## src/rtl/mux_pkg.sv

```systemverilog
// Shared select-code definitions for the 3:1 word multiplexer.
// Imported by the core select and the registered wrapper.
package mux_pkg;

  typedef logic [1:0] sel_t;

  localparam sel_t SEL_IN0 = 2'b00;
  localparam sel_t SEL_IN1 = 2'b01;
  localparam sel_t SEL_IN2 = 2'b10;
  localparam sel_t SEL_INV = 2'b11;

endpackage

```

## src/rtl/mux3_core.sv

```systemverilog
// Combinational WIDTH-bit 3:1 select.
// The unused select code yields an all-zero word.
module mux3_core
  import mux_pkg::*;
#(
  parameter int WIDTH = 32
) (
  input  logic [WIDTH-1:0] in0_i,
  input  logic [WIDTH-1:0] in1_i,
  input  logic [WIDTH-1:0] in2_i,
  input  sel_t             sel_i,
  output logic [WIDTH-1:0] out_o
);

  always_comb begin
    out_o = '0;
    case (sel_i)
      SEL_IN0: out_o = in0_i;
      SEL_IN1: out_o = in1_i;
      SEL_IN2: out_o = in2_i;
      default: out_o = '0;
    endcase
  end

endmodule

```

## src/rtl/mux3_32b.sv

```systemverilog
// 3:1 word mux with combinational result, invalid-select flag,
// and a one-cycle registered copy of both.
module mux3_32b
  import mux_pkg::*;
#(
  parameter int WIDTH = 32
) (
  input  logic             clk,
  input  logic             rst,
  input  logic [WIDTH-1:0] input0,
  input  logic [WIDTH-1:0] input1,
  input  logic [WIDTH-1:0] input2,
  input  logic [1:0]       control,
  output logic [WIDTH-1:0] out,
  output logic [WIDTH-1:0] out_q,
  output logic             sel_invalid,
  output logic             sel_invalid_q
);

  logic [WIDTH-1:0] out_d;
  logic             inv_d;

  mux3_core #(
    .WIDTH(WIDTH)
  ) u_core (
    .in0_i (input0),
    .in1_i (input1),
    .in2_i (input2),
    .sel_i (sel_t'(control)),
    .out_o (out_d)
  );

  assign inv_d       = (sel_t'(control) == SEL_INV);
  assign out         = out_d;
  assign sel_invalid = inv_d;

  always_ff @(posedge clk or posedge rst) begin
    if (rst) begin
      out_q         <= '0;
      sel_invalid_q <= 1'b0;
    end else begin
      out_q         <= out_d;
      sel_invalid_q <= inv_d;
    end
  end

endmodule

```

## config.mk

```make
export PLATFORM = sky130hd
export DESIGN_NAME = mux3_32b
export DESIGN_NICKNAME = d
export VERILOG_FILES = /design/src/rtl/mux_pkg.sv /design/src/rtl/mux3_core.sv /design/src/rtl/mux3_32b.sv
export SDC_FILE = /design/constraint.sdc
export NUM_CORES = 1
export LEC_CHECK = 0
export BUFFER_PORTS_ARGS = -buffer_cell sky130_fd_sc_hd__clkbuf_2
export CAP_MARGIN = 20
export CELL_PAD_IN_SITES_DETAIL_PLACEMENT = 1
export CELL_PAD_IN_SITES_GLOBAL_PLACEMENT = 1
export CORE_MARGIN = 3
export CORE_UTILIZATION = 28
export CTS_CLUSTER_SIZE = 12
export DETAILED_ROUTE_END_ITERATION = 10
export PLACE_DENSITY = 0.83
export SLEW_MARGIN = 20
export SYNTH_ARGS = -nofsm -noshare
export SYNTH_HDL_FRONTEND = slang
export SYNTH_SLANG_ARGS = --single-unit
```

## constraint.sdc

```tcl
create_clock -name clk -period 1.5 [get_ports clk]
set_clock_uncertainty 0.2 [all_clocks]
set_input_delay 0 -clock clk [delete_from_list [all_inputs] [get_ports clk]]
set_output_delay 0 -clock clk [all_outputs]
set_load 0.1 [all_outputs]
```

==> run metrics <==
status finished clean; TritonCTS clock tree yes; f_max 0.6678 GHz; syn avg cell area 15.86 sq um; CP required 1460 ps; Area Overhead vs Synth 127.5%; # setup viols final 0; Post-route DRC 0; Rel. slew slack 61.04%; CTS clk-pin slew, worst paths 70 ps; pwr/cell area 1020 mW/mm^2; diode count 0; wire per inst 21.44 um; hold crit path type in -> reg; Rows 28; die area 0.007337 sq mm; maximum VDD drop 0.0005575 V; sequential share of the synthesized area 46.48%; CTS root buffer clkbuf_8; Pre-antenna DRT Iters 4; dpl cells 347; crit-path max FO 2; fillers 612; I/O Buffers 165; CP Cell Sequence dlygate4sd3_1 -> clkbuf_2 -> o2bb2ai_4 -> dlygate4sd3_1; Die X 85.66 um; Antenna Nets Post-Route 0; number of synthesized flops with an enable pin 0; Final Hold Viols 0; clk sink count 33; Largest stage delay, worst path 590 ps; MaxCap Viol Count 0; Synth cell types 11; total nets after synthesis 212; initial antenna violation count 0; count leader, synth dfrtp_1; worst hold stages 3; RSZ-0062 raised after global routing yes; largest cells by area after synthesis dfrtp_1 (46%), o2bb2ai_2 (25%), mux2i_1 (18%); HPWL after DPL 5940 um; slowest CP cell dlygate4sd3_1; Die Ht 85.66 um; H-tree Lvls 2; placed inst area 0.003256 sq mm; Final Critical Period 1497 ps; Synth Flop Type dfrtp_1; CP Capture Type flip-flop; WS Path Type in -> reg; first-pass GRT wire length 13630 um; Final nets 444; Post-Synthesis Cell Area 0.001777 sq mm; Yosys reg bits 33; CTS Buffer Depth 2; vias per cell 4.664; share of the synthesized area in the top cell type 46.48%; Final Cell Area 0.004041 sq mm; pin count of the biggest net entering global routing 34; period utilization 99.83%; Overflow after GRT 0; Top Ports 166; Critical Path AT 1460 ps; Final Non-Filler Cells 420; Syn Inst Count 112; vias in the first global route 2455; Synth area leader dfrtp_1; HP Start control[0]; First DRT Iteration DRCs 24; core area 0.006026 sq mm; Synth Warn # 0; power consumption 4124 uW; Multi-input gate area 939.7 sq um; WHS Endpoint sel_invalid_q; Placer Congestion 0.7706; top cells by count, synth dfrtp_1 (33), mux2i_1 (32), o2bb2ai_2 (30); routed vias 1959; layout cells sized above 1 62.90%; DRT Wirelength 9006 um; post-synthesis async set-or-reset flop share 100.0%; Worst-Margin Slew 587.0 ps; register area 825.8 sq um; Initial Util 29.49%; Worst Setup Start Kind input pin; Lkg Pwr 0.001998 uW; CTS Buf Count 5; all-layer global routing usage 25.17%; final hold slack 125.7 ps; critical path's most frequent cell dlygate4sd3_1; max-slew violation count 0
## per-layer routing
layer  share of wire (%)  GRT usage, %  routed length [um]  vias to the layer above
met5                   0             0                   0                        -
met4                 3.9         11.08                 350                        0
met3                 6.4         5.860                 573                       20
met2                  59         52.40                5282                      105
met1                  31         22.13                2799                      947
li1                    -             -                   -                      887
## state kept, by name (all words and copies together), names as in the netlist
name and count:
out_q 32, sel_invalid_q 1
## metrics by stage
| stage | worst slack (ps) | utilization, % | setup TNS [ps] |
|---|---|---|---|
| after detailed placement | 252.0 | 54.03 | 0 |
| after floorplan | -193.9 | - | -4436 |
| after CTS | 44.05 | 66.76 | 0 |
| after global routing | -5.731 | 67.07 | -9.494 |
| final | 2.526 | 67.07 | 0 |
| after global placement | 340.7 | 54.03 | 0 |
## cells by family after synthesis
family / synth area share, %
buffers and inverters: 8.028
AO/OA/AOI/OAI: 26.34
AND/OR/NAND/NOR: 1.127
multiplexers: 18.03
flip-flops: 46.48
## how the worst max path moves through the flow
stage	startpoint	endpoint	slack, ps	cells after the start
2_1_floorplan	control[0]	out_q[0]	-190	4
3_3_place_gp	control[0]	out[29]	340	5
3_5_place_dp	control[0]	out[1]	250	5
4_1_cts	control[0]	out_q[5]	40	5
5_1_grt	control[0]	out_q[23]	-6	5
6_report	input2[23]	out_q[23]	3	4
## where the power goes
group	switching (uW)	internal [uW]	leakage, uW	total (uW)
Combinational	1540	711	0.00153	2250
Sequential	27.9	963	0.000411	990
Clock	344	542	0.0000585	886
Total	1910	2220	0.00200	4120
## worst max-delay path: cells and delay by family
kind                   cells  cell delay (ps)
buffers and inverters      3             1300
AOI/OAI and AO/OA          1              160
## placed cells by master, fill, tap and decap left out
| master | n |
|---|---|
| and2_1 | 1 |
| buf_12 | 36 |
| buf_4 | 4 |
| bufinv_16 | 1 |
| clkbuf_1 | 1 |
| clkbuf_2 | 132 |
| clkbuf_8 | 6 |
| dfrtp_1 | 33 |
| dlygate4sd3_1 | 65 |
| inv_1 | 1 |
| mux2i_1 | 27 |
| mux2i_2 | 5 |
| nor2b_4 | 1 |
| o2bb2ai_2 | 24 |
| o2bb2ai_4 | 8 |
## what timing repair did
item	in CTS	in global routing
hold endpoints to repair	65	0
endpoints found under the setup margin	0	5
hold buffers	65	0
setup buffers	0	0
resized for setup	0	5
## cell type report
| cell class | instances | share of cell area, % |
|---|---|---|
| Inverter | 1 | 0.09288 |
| Sequential cell | 33 | 20.43 |
| Timing Repair Buffer | 237 | 51.02 |
| Clock inverter | 1 | 0.7430 |
| Tap cell | 75 | 2.322 |
| Clock buffer | 7 | 2.136 |
| Multi-Input combinational cell | 66 | 23.25 |
Power figures use the tool's default switching activity.
